`src/rtl/que_sched_ctrl_pkg.sv`:
```
// Shared types and defaults for the queue scheduler controller.
// Holds the FSM state encoding and the port/priority default sizes.
package que_sched_ctrl_pkg;

  localparam int PORTNUM_DEF = 16;
  localparam int PRIOR_DEF   = 8;

  typedef enum logic [2:0] {
    ST_IDLE,
    ST_UPD,
    ST_WAIT,
    ST_GRANT,
    ST_SERVE,
    ST_CLR
  } state_e;

endpackage

```
`src/rtl/que_sched_wdog.sv`:
```
// Serve watchdog: saturating cycle counter with sync clear.
// expired is high once the count has reached TIMEOUT-1.
module que_sched_wdog #(
  parameter int TIMEOUT = 1024
) (
  input  logic i_clk,
  input  logic i_rst_n,
  input  logic clr,
  input  logic en,
  output logic expired
);

  localparam int CW = $clog2(TIMEOUT + 1);
  localparam logic [CW-1:0] LAST = CW'(TIMEOUT - 1);
  localparam logic [CW-1:0] MAXV = CW'(TIMEOUT);

  logic [CW-1:0] cnt;

  always_ff @(posedge i_clk or negedge i_rst_n) begin
    if (!i_rst_n) begin
      cnt <= '0;
    end else if (clr) begin
      cnt <= '0;
    end else if (en && cnt != MAXV) begin
      cnt <= cnt + 1'b1;
    end
  end

  assign expired = (cnt >= LAST);

endmodule

```
`src/rtl/que_sched_ctrl.sv`:
```
// Round-based scheduler: snapshots the arbiter, then grants,
// serves and clears each selected port until the round is empty.
module que_sched_ctrl
  import que_sched_ctrl_pkg::*;
#(
  parameter int PORTNUM = PORTNUM_DEF,
  parameter int PRIOR   = PRIOR_DEF,
  parameter int TIMEOUT = 1024
) (
  input  logic                               i_clk,
  input  logic                               i_rst_n,
  input  logic [PORTNUM-1:0]                 i_pending,
  input  logic [$clog2(PRIOR)*PORTNUM-1:0]   i_prior,
  output logic                               o_arb_update,
  output logic [$clog2(PORTNUM)-1:0]         o_arb_clr_port,
  output logic                               o_arb_clr_vld,
  input  logic [$clog2(PORTNUM)-1:0]         i_arb_port,
  input  logic                               i_arb_port_vld,
  input  logic                               i_arb_empty,
  output logic [$clog2(PORTNUM)-1:0]         o_grant_port,
  output logic                               o_grant_vld,
  input  logic                               i_grant_rdy,
  input  logic                               i_done,
  output logic                               o_timeout,
  output logic                               o_busy
);

  localparam int PW = $clog2(PORTNUM);

  state_e        state;
  state_e        state_nxt;
  logic [PW-1:0] grant_q;
  logic          timeout_q;
  logic          armed_q;
  logic          expired;
  logic          prior_unused;

  // Priorities go straight to the arbiter; not used here.
  assign prior_unused = ^i_prior;

  que_sched_wdog #(
    .TIMEOUT (TIMEOUT)
  ) u_wdog (
    .i_clk   (i_clk),
    .i_rst_n (i_rst_n),
    .clr     (state == ST_GRANT),
    .en      (state == ST_SERVE),
    .expired (expired)
  );

  always_ff @(posedge i_clk or negedge i_rst_n) begin
    if (!i_rst_n) begin
      state     <= ST_IDLE;
      grant_q   <= '0;
      timeout_q <= 1'b0;
      armed_q   <= 1'b0;
    end else begin
      state     <= state_nxt;
      armed_q   <= 1'b1;
      timeout_q <= (state == ST_SERVE) && expired && !i_done;
      if (state == ST_WAIT && !i_arb_empty && i_arb_port_vld) begin
        grant_q <= i_arb_port;
      end
    end
  end

  // armed_q holds off the first snapshot by one edge after reset.
  always_comb begin
    state_nxt = state;
    unique case (state)
      ST_IDLE: begin
        if (armed_q && |i_pending) state_nxt = ST_UPD;
      end
      ST_UPD: begin
        state_nxt = ST_WAIT;
      end
      ST_WAIT: begin
        if (i_arb_empty)         state_nxt = ST_IDLE;
        else if (i_arb_port_vld) state_nxt = ST_GRANT;
        else                     state_nxt = ST_IDLE;
      end
      ST_GRANT: begin
        if (i_grant_rdy) state_nxt = ST_SERVE;
      end
      ST_SERVE: begin
        if (i_done || expired) state_nxt = ST_CLR;
      end
      ST_CLR: begin
        state_nxt = ST_WAIT;
      end
      default: begin
        state_nxt = ST_IDLE;
      end
    endcase
  end

  assign o_arb_update   = (state == ST_UPD);
  assign o_arb_clr_vld  = (state == ST_CLR);
  assign o_arb_clr_port = (state == ST_CLR) ? grant_q : '0;
  assign o_grant_vld    = (state == ST_GRANT);
  assign o_grant_port   = grant_q;
  assign o_timeout      = timeout_q;
  assign o_busy         = (state != ST_IDLE);

endmodule

```
`config.mk`:
```
export PLATFORM = sky130hd
export DESIGN_NAME = que_sched_ctrl
export DESIGN_NICKNAME = d
export VERILOG_FILES = /design/src/rtl/que_sched_ctrl_pkg.sv /design/src/rtl/que_sched_wdog.sv /design/src/rtl/que_sched_ctrl.sv
export SDC_FILE = /design/constraint.sdc
export NUM_CORES = 1
export LEC_CHECK = 0
export BUFFER_PORTS_ARGS = -buffer_cell sky130_fd_sc_hd__buf_2
export CELL_PAD_IN_SITES_DETAIL_PLACEMENT = 0
export CELL_PAD_IN_SITES_GLOBAL_PLACEMENT = 1
export CORE_UTILIZATION = 26
export CTS_CLUSTER_SIZE = 25
export DETAILED_ROUTE_END_ITERATION = 7
export GPL_TIMING_DRIVEN = 0
export PLACE_DENSITY = 0.86
export SLEW_MARGIN = 25
export SYNTH_ARGS = -nofsm -noshare
export SYNTH_HDL_FRONTEND = slang
export SYNTH_SLANG_ARGS = --single-unit
```
`constraint.sdc`:
```
create_clock -name i_clk -period 2 [get_ports i_clk]
set_clock_uncertainty 0.05 [all_clocks]
set_input_delay 0.5 -clock i_clk [delete_from_list [all_inputs] [get_ports i_clk]]
set_output_delay 0.5 -clock i_clk [all_outputs]
set_load 0.02 [all_outputs]
```
# --- Word level (Yosys, flattened, before mapping) ---
# Cells that the tools add are included.
totals:
  regBits: 20
  inputBits: 74
  output_inout_bits: 13
  word_cells: 40
classes:
  add_sub_neg: 1
  n_lt_le_gt_ge: 1
  n_eq_ne: 9
  n_mux: 9
  n_reduce_logical: 15
ops:
  columns: ["op", "n"]
  rows:
  - ["11-bit 2-to-1 mux", 2]
  - ["16-bit OR reduction", 1]
  - ["3-bit case mux with 5 select lines", 1]
  - ["11-bit by 1-bit adder with 11-bit output, second input constant", 1]
  - ["11-bit by 10-bit greater-or-equal comparator with 1-bit output, second input constant", 1]
  - ["11-bit inequality test, second input constant", 1]
  - ["3-bit 2-to-1 mux", 3]
  - ["3-bit by 2-bit == test with 1-bit output, second input constant", 2]
  - ["3-bit == test, second input constant", 2]
  - ["1-bit logical AND", 6]
  - ["2-bit 2-to-1 mux", 2]
  - ["4-bit 2-to-1 mux", 1]
  - ["2-bit inequality test, second input constant", 2]
  - ["3-bit by 1-bit == test with 1-bit output, second input constant", 1]
  - ["3-bit logical NOT", 1]
  - ["3-bit AND reduction", 1]
  - ["3-bit nonzero test", 1]
  - ["1-bit logical NOT", 2]
  - ["2-bit by 1-bit inequality test with 1-bit output, second input constant", 1]
  - ["2-bit nonzero test", 1]
  - ["2-bit OR reduction", 1]
  - ["1-bit logical OR", 1]

# --- Longest topological paths before layout ---
# Gate-level depths: netlist of the first run.
depth:
  depth_word: 4
  mapped_depth: 7
  depth_no_buf: 5

# --- Hierarchy ---
# Synthesis of the first run repeated with hierarchy kept, for this count alone.
unflattened:
  hier_cells: 115
  hier_area_um2: 1149.9
modules_own_cells:
  columns: ["module", "instances", "cells_per_inst", "area_each_um2", "seq_area_each_um2"]
  rows:
  - ["que_sched_wdog", 1, 73, 674.4, 275.3]
  - ["que_sched_ctrl", 1, 42, 475.5, 225.2]

# --- Least setup slack after synthesis of the first run ---
# OpenSTA, ideal clock, no wires.
synth_timing:
  path_type: "input to register"
  startpoint: "in i_arb_empty"
  endpoint: "reg grant_q[0] (netlist: o_grant_port[0])"
  setup_ns: 0.125
  arrival_time_ns: 1.618
  t_required_ns: 1.825
  setup_slack_ns: 0.207
  path_stages: 3
  n_path_buf: 0
  cell_sequence: "or3b_2 > nor3b_2 > mux2_2"
synth_via:
  elab_chain_len: 3
synth_lines:
  columns: ["element", "line_no", "rtl"]
  rows:
  - ["start, declared", "que_sched_ctrl.sv:19", "input logic i_arb_empty,"]
  - ["1-bit logical NOT", "que_sched_ctrl.sv:61", "if (state == ST_WAIT && !i_arb_empty && i_arb_port_vld) begin"]
  - ["1-bit logical AND (2 in a row)", "que_sched_ctrl.sv:61", null]
  - ["end signal, assigned", "que_sched_ctrl.sv:62", "grant_q <= i_arb_port;"]
  - ["end, declared", "que_sched_ctrl.sv:32", "logic [PW-1:0] grant_q;"]
# Every way passes these cells.
# A chain may end at the register's enable or synchronous reset.

# --- Worst setup path in the final report of the first run ---
layout_timing:
  startpoint: "reg state[0]"
  endpoint: "out o_arb_clr_port[3]"
layout_via:
  elab_chain_len: 2
layout_lines:
  columns: ["element", "line_no", "rtl"]
  rows:
  - ["start, declared", "que_sched_ctrl.sv:30", "state_e state;"]
  - ["start signal, assigned", "que_sched_ctrl.sv:58", "state <= state_nxt;"]
  - ["3-bit == test", "que_sched_ctrl.sv:99", "assign o_arb_clr_port = (state == ST_CLR) ? grant_q : '0;"]
  - ["4-bit 2-to-1 mux", "que_sched_ctrl.sv:99", null]
  - ["end, declared", "que_sched_ctrl.sv:15", "output logic [$clog2(PORTNUM)-1:0] o_arb_clr_port,"]
# Every way passes these cells.

==> results.txt, run 1 <==
The overall die height came out at 65.9 µm. The synthesized netlist devotes 29.7% of its cell area to simple gates. The count of vias placed by the detailed router is 957.

The overall power of the completed layout came out at 1.36 mW. The number of synthesized register bits came out at 20. The aggregate global routing overflow came out at 0. The largest driver fanout on the critical path came out at 7. For this run, the total global-route usage over all layers was measured as 12.7%. In this run, synthesis inferred 0 flip-flops with an integrated enable. The TritonCTS clock tree is built. The maximum number of pins on one net before global-route repair came out at 21. The type of element launching the critical path is a flip-flop. The portion of total power attributed to sequential cells is 44.2%.

The data required time of the worst path came out at 1.45 ns. The die footprint is 4340 µm². In this run the worst setup path terminates at o_arb_clr_port[3]. In this run the remaining antenna-violating nets after routing total 0.

The wire length of the first global-routing pass came out at 4150 µm. The Yosys step of the flow raised 0 warnings. The filler-free cell count of the finished design is 195. The die is 65.9 µm wide. The endpoint identified for the worst register-to-register timing path is o_grant_port[3]$_DFFE_PN0P_. The proportion of netlist area held by the largest area contributor is 47.2%. Of the post-synthesis cell area, the part taken by muxes is 5.19%. The combinational fraction of design power is 36.8%. The relative area change from synthesis to final layout is 28.3%. The detailed-route wire length per cell came out at 12.2 µm.

The detailed-route DRC error count came out at 0. The reported net switching power came out at 0.523 mW. The diode insertion count for antenna repair came out at 0.

The biggest area consumer among synthesized cells is dfrtp_1. The number of port buffers came out at 38. In the synthesized netlist the dominant register cell turns out to be dfrtp_1.

The compound-cell area share of the yosys netlist came out at 6.84%. The number of placed I/O pins is 87. The total wirelength of the detailed-routed design came out at 2380 µm. The mapped cell area is 1060 µm².

The number of max-cap violations is 0. The total placed cells including tap cells is 194. The internal portion of the total power is 0.840 mW.

For this design, the CTS-stage hold fixing added 0 buffers. The ratio of routed vias to standard cells is 4.91. The placed wire-length estimate after detailed placement is 1830 µm.

In this run the deepest clock path goes through 2 buffers. The number of clock buffers inserted by TritonCTS is 3. The share of flip-flops with an asynchronous set or reset after synthesis came out at 100%.

The initial antenna violation count came to 0. The number of endpoints with negative hold slack in the final report came out at 0. The core area is 3800 µm². Setup violations remaining at the end of the flow were counted as 0. The run finished with clean final reports. The count of cell types in the netlist is 35. For this configuration, the core starts out at a cell density of 27.9%. The number of design-rule violations left by the first detailed-router iteration came out at 29. The first element of the critical path is state[0]$_DFFE_PN0P_.

The tightest min-delay check is of the input pin to asynchronous set/reset pin type. The final number of max-transition violations was 0. The power per cell area is 1000 nW/µm². On the final layout, the worst hold slack is 0.130 ns.

Summing the areas of all xor and xnor instances in the mapped netlist gives 5.78% of the synthesized area. The startpoint identified for the worst register-to-register timing path is state[2]$_DFFE_PN0P_. The post-CTS clock slew at the launch and capture registers of the worst setup and hold paths is 0.07 ns. The number of global-route vias before repair was 944. The worst setup path is of the flip-flop to primary output kind. After floorplanning, the core was divided into 22 placement rows. The clock tree root buffer cell is clkbuf_8. Buffers added to address setup during post-CTS repair amount to 0. The final weighted congestion in routability-driven placement came out at 0.822. The synthesized netlist devotes 2.36% of its cell area to adder and majority cells. The switching share of power came out at 38.4%. The clock insertion delay at the later pin of the skew report came out at 0.26 ns. The data arrival time at the worst-slack endpoint is 1.33 ns. The number of nets in the synthesized netlist is 184. Sorting the synthesized cells by area gives the leading types as dfrtp_1 47%, mux2_2 4.2%, nor4_1 4.1%. Synthesis produced 108 cells. By area, the combinational part of the netlist is dominated by simple AND/OR/NAND/NOR gates.

The count of TritonRoute iterations in the first routing pass came out at 4. The worst reg-to-reg setup slack is 0.14 ns. Static timing analysis puts the maximum clock frequency at 531 MHz. The static leakage is 0.652 nW. After synthesis, the mean cell area works out to 9.82 µm². Setup repair after global routing left no endpoint under its margin. At the end of the flow, the number of nets in the layout was 225. The clock net in this run drives a total of 20 sinks.

The proportion of layout cells with a drive suffix above 1 is 36.1%. The number of H-tree branching levels is 1. The clock share of power came out at 19.0%. STA classifies the critical path endpoint as a primary output.

The clock period minus final worst setup slack came out at 1.88 ns. The post-route fraction of the period consumed by the critical path came out at 94.2%. The share of synthesized area occupied by flip-flops and latches came out at 47.2%.

The number of cells on the worst reg-to-reg path came out at 3. The peak supply drop came out at 0.581 mV.
## power groups by stage
stage / sequential [mW] / clock (mW) / combinational, mW
finish: 0.602 / 0.259 / 0.502
floorplan: 0.610 / 0 / 0.301
global route: 0.622 / 0.284 / 0.562
CTS: 0.594 / 0.272 / 0.501
global placement: 0.581 / 0 / 0.509
detailed placement: 0.585 / 0 / 0.512
## sequential cells by signal (all words and copies together) (netlist names)
signal,cells
o_grant_port,4
state,3
armed_q,1
o_timeout,1
u_wdog.cnt,11
## layout by cell type (no fill, tap or decap), drive strengths merged, types with 2 or more instances in the layout
master	instances
nand3	5
nor3	4
dfrtp	20
inv	2
nand4	2
nor2b	2
nand2	8
or3b	2
ha	2
clkbuf	4
buf	39
xnor2	4
or3	2
nor2	9
xor2	3
and3	6
nor4	7
a21oi	2
o21ai	3
mux2	4
a41oi	2
and2	2
## synth_stat cells (all sizes together), types with 2 or more instances
| library cell | count |
|---|---|
| dfrtp | 20 |
| or3b | 2 |
| ha | 2 |
| xnor2 | 4 |
| xor2 | 3 |
| or3 | 2 |
| mux2 | 4 |
| clkbuf | 3 |
| nand4 | 2 |
| o21ai | 3 |
| nor2b | 2 |
| a41oi | 2 |
| and2 | 2 |
| inv | 3 |
| nor2 | 9 |
| nand3 | 5 |
| and3 | 6 |
| nand2 | 8 |
| nor4 | 7 |
| a21oi | 2 |
| nor3 | 4 |
## cell type report
cell class              instances  area (µm²)
plain buffers                   2        8.76
flip-flops and latches         20         503
fillers                       398        2440
clock buffers                   3        41.3
repair buffers                 38         190
multi-input cells              81         542
inverters                       3        16.3
well taps                      48        60.1
## through the flow
stage	setup WS (ns)	setup TNS [ns]	util [%]	area (µm²)
floorplan	0.207	0	-	1060
global placement	-0.135	-0.138	34.5	1310
detailed placement	-0.148	-0.265	34.5	1310
CTS	0.0467	0	35.5	1350
global route	0.00279	0	35.8	1360
finish	0.116	0	35.8	1360
## how the worst min path moves through the flow
stage	cells after the start	startpoint	to	slack (ns)
4_1_cts	1	i_rst_n	u_wdog.cnt[9]$_DFFE_PN0P_	0.15
6_report	1	i_rst_n	u_wdog.cnt[9]$_DFFE_PN0P_	0.13
3_3_place_gp	1	i_rst_n	u_wdog.cnt[8]$_DFFE_PN0P_	0.42
2_1_floorplan	0	i_rst_n	armed_q$_DFF_PN0_	0.15
3_5_place_dp	1	i_rst_n	u_wdog.cnt[8]$_DFFE_PN0P_	0.43
5_1_grt	1	i_rst_n	u_wdog.cnt[9]$_DFFE_PN0P_	0.16
## critical path, cell delays in order, from the launching register on
cell,delay [ns]
dfrtp_1,0.49
and2b_1,0.25
and3_1,0.18
buf_2,0.16
## layer usage
| metal | up-vias | wire [µm] | GRT usage [%] |
|---|---|---|---|
| li1 | 472 | - | - |
| met1 | 443 | 1110 | 16.1 |
| met2 | 38 | 1020 | 20.3 |
| met3 | 4 | 185 | 1.72 |
| met4 | 0 | 61 | 7.34 |
| met5 | - | 0 | 0 |
## what timing repair did
action / CTS / global route
pin swaps: 0 / 0
gates resized for setup: 3 / 5
endpoints found under the setup margin: 1 / 5
## kinds of logic after synthesis
family / count (synthesis)
compound gates: 11
simple gates: 55
xor+xnor: 7
fa+ha+maj: 2
other cells: 1
buf+inv: 7
flops: 20
mux: 5
No activity file was read; power rests on OpenSTA's default activity.
==> run 2, diff against run 1 <==
Settings changed: BUFFER_PORTS_ARGS -buffer_cell sky130_fd_sc_hd__buf_2 to unset, CORE_UTILIZATION 26 to 41, DONT_BUFFER_PORTS set to 1, PLACE_DENSITY 0.86 to 0.83.
==> run 2 against run 1 <==
Non-clock buffer count decreased by 35. Register-to-register slack improved by 0.02 ns. Cell count decreased by 27%. Critical endpoint is now o_grant_vld. Worst hold slack got worse by 0.052 ns. Via count decreased by 12%. Sequential cell count unchanged. Largest cell class unchanged. Routed wire length decreased by 11%.
==> results.txt, run 2 (same netlist as run 1, synthesis figures left out) <==
The flow ran to the end, and the final reports show no timing, DRC or antenna violations. The filler-free cell count of the finished design is 143. The data required time of the worst path is 1.45 ns.

Counting cells, the worst reg-to-reg path comes to 5. The initial antenna violation count came out at 0. The detailed-route DRC error count came out at 0.

The largest stage delay on the critical path came out at 0.40 ns. The number of placed instances, taps included, is 138. The reported net switching power came out at 0.496 mW. The number of buffers on the longest clock path came out at 2. The static leakage is 0.507 nW. Combinational logic is responsible for 31.9% of the overall power.

The post-placement cell area is 1100 µm². Ranked by flip-flop count, first place goes to u_wdog.cnt. The power per cell area came out at 1090 nW/µm². The layout net count came out at 190. Clock-pin slew was measured on the worst setup and hold paths at 0.11 ns.

The TritonCTS clock tree is built. The worst register-to-register path ends at u_wdog.cnt[9]$_DFFE_PN0P_. The number of design-rule violations left by the first detailed-router iteration came out at 11.

The path class of the lowest-slack min-delay path is input pin to asynchronous set/reset pin. The count of vias placed by the detailed router is 846. The detailed-route wire length per cell came out at 14.8 µm.

The clock insertion delay at the later pin of the skew report is 0.30 ns. The upper clock frequency limit came out at 525 MHz. The number of antenna diodes in the final layout is 0.

The die footprint came out at 2800 µm². The relative area change from synthesis to final layout is 9.67%. The final number of max-transition violations is 0.

The aggregate global routing overflow is 0. STA classifies the critical path startpoint as a flip-flop. Among all stages on the critical path, the largest delay is contributed by dfrtp_1. The horizontal die dimension came out at 52.9 µm. The portion of total power attributed to sequential cells is 49.9%. The count of final setup violators came out at 0. Routability-driven placement finished with a final weighted congestion of 0.767.

Setup repair after global routing left no endpoint under its margin. The internal portion of the total power is 0.771 mW. The number of endpoints with negative hold slack in the final report came to 0. Among cell families on the critical path, the largest total delay comes from buffers and inverters. In this run, the clock network consumes 18.2% of the power.

The total area inside the core boundary comes to 2450 µm². The number of cells on the critical path came out at 5. The register with the most flip-flops in the layout has 11 of them. The number of clock buffers inserted by TritonCTS is 3. The proportion of layout cells with a drive suffix above 1 is 17.7%. The library cells used most frequently in the layout, excluding fill and tap cells, are 20 x dfrtp_1, 9 x nor2_1, 7 x nand2_1, 7 x nor4_1, 6 x and3_1.

The overall global routing resource usage came out at 17.9%. The worst setup timing slack at the placement stage is -0.0573 ns. The number of placed I/O pins came out at 87. The worst reg-to-reg setup slack came out at 0.16 ns. The data arrival time at the worst-slack endpoint is 1.35 ns.

VDD sags by at most 0.692 mV. The count of TritonRoute iterations in the first routing pass came out at 3. The worst setup path is captured at a primary output. The first global-routing pass estimated 3520 µm of wire. The floorplan row count is 18. The post-route fraction of the period consumed by the critical path is 95.2%. The largest driver fanout on the critical path came out at 10. The beginning of the worst register-to-register path is state[1]$_DFFE_PN0P_. The minimum setup slack in the final design came out at 0.0952 ns. The post-route antenna net violation count came out at 0. For this configuration, the core starts out at a cell density of 43.2%. Summing all non-filler instances in the final layout gives an area of 1160 µm². The total wirelength of the detailed-routed design came out at 2120 µm.

The number of H-tree branching levels is 1. The ratio of routed vias to standard cells came out at 5.92. The worst setup path is of the flip-flop to primary output kind. The tree is rooted in a clkbuf_4. The switching share of power is 39.2%. The overall die height came out at 52.9 µm. The placed wire-length estimate after detailed placement came out at 1590 µm. The number of max-cap violations came out at 0.

Power comes to 1.27 mW. The maximum number of pins on one net before global-route repair is 21. The buffers plus inverters on the worst setup path is 3. The critical path goes through buf_4 -> nor2b_2 -> nand2_2 -> inv_2 -> buf_8. The utilization after layout is 47.4%. The number of sinks handled by clock tree synthesis is 20.

The clock period minus final worst setup slack came out at 1.90 ns. In this run the worst setup path begins at state[2]$_DFFE_PN0P_. The number of global-route vias before repair came out at 823. The most critical setup path has its endpoint at o_grant_vld.

The number of port buffers is 0. The library cell used most frequently in the layout, excluding fill and tap cells, is dfrtp_1.
run 2: power groups by stage:
stage	clock (mW)	combinational (mW)	sequential [mW]
6_report	0.231	0.404	0.632
5_1_grt	0.259	0.456	0.651
4_1_cts	0.241	0.398	0.634
3_5_place_dp	0	0.359	0.641
3_3_place_gp	0	0.350	0.636
2_1_floorplan	0	0.301	0.610
run 2: how the worst min path moves through the flow:
| stage | to | depth (start not counted) | start | slack (ns) |
|---|---|---|---|---|
| 5_1_grt | u_wdog.cnt[0]$_DFFE_PN0P_ | 1 | i_rst_n | 0.11 |
| 3_3_place_gp | u_wdog.cnt[9]$_DFFE_PN0P_ | 0 | i_rst_n | 0.15 |
| 6_report | u_wdog.cnt[9]$_DFFE_PN0P_ | 1 | i_rst_n | 0.08 |
| 3_5_place_dp | u_wdog.cnt[9]$_DFFE_PN0P_ | 0 | i_rst_n | 0.15 |
| 4_1_cts | o_timeout$_DFF_PN0_ | 1 | i_done | 0.20 |
| 2_1_floorplan | armed_q$_DFF_PN0_ | 0 | i_rst_n | 0.15 |
run 2: timing repair:
action	4_1_cts	5_1_grt
hold buffers	1	0
gates cloned	0	0
setup buffers	0	0
hold endpoints to repair	20	0
endpoints found under the setup margin	2	7
gates resized for setup	8	4
run 2: area by class of cell:
| class | instances | area [µm²] |
|---|---|---|
| clock buffers | 4 | 36.3 |
| flip-flops and latches | 20 | 500 |
| repair buffers | 1 | 5.00 |
| multi-input cells | 81 | 542 |
| plain buffers | 4 | 31.3 |
| well taps | 30 | 37.5 |
| fillers | 246 | 1290 |
| inverters | 3 | 11.3 |
run 2: metrics by stage:
step	hold slack [ns]	setup TNS (ns)
4_1_cts	0.203	0
2_1_floorplan	0.154	0
5_1_grt	0.105	0
3_5_place_dp	0.155	-0.0573
6_report	0.0782	0
3_3_place_gp	0.155	-0.0220
run 2: worst reg2reg max path: cells and delay by family (launching register included):
family          cells  cell delay, ns
flops               1            0.46
compound gates      1            0.14
simple gates        3            0.96
buf+inv             1            0.17
run 2: layer usage:
layer	GRT usage, %	vias to the layer above	wire length [µm]
met5	0	-	0
li1	-	398	-
met3	4.02	4	132
met4	9.65	0	34
met1	21.3	409	943
met2	29.7	35	1010
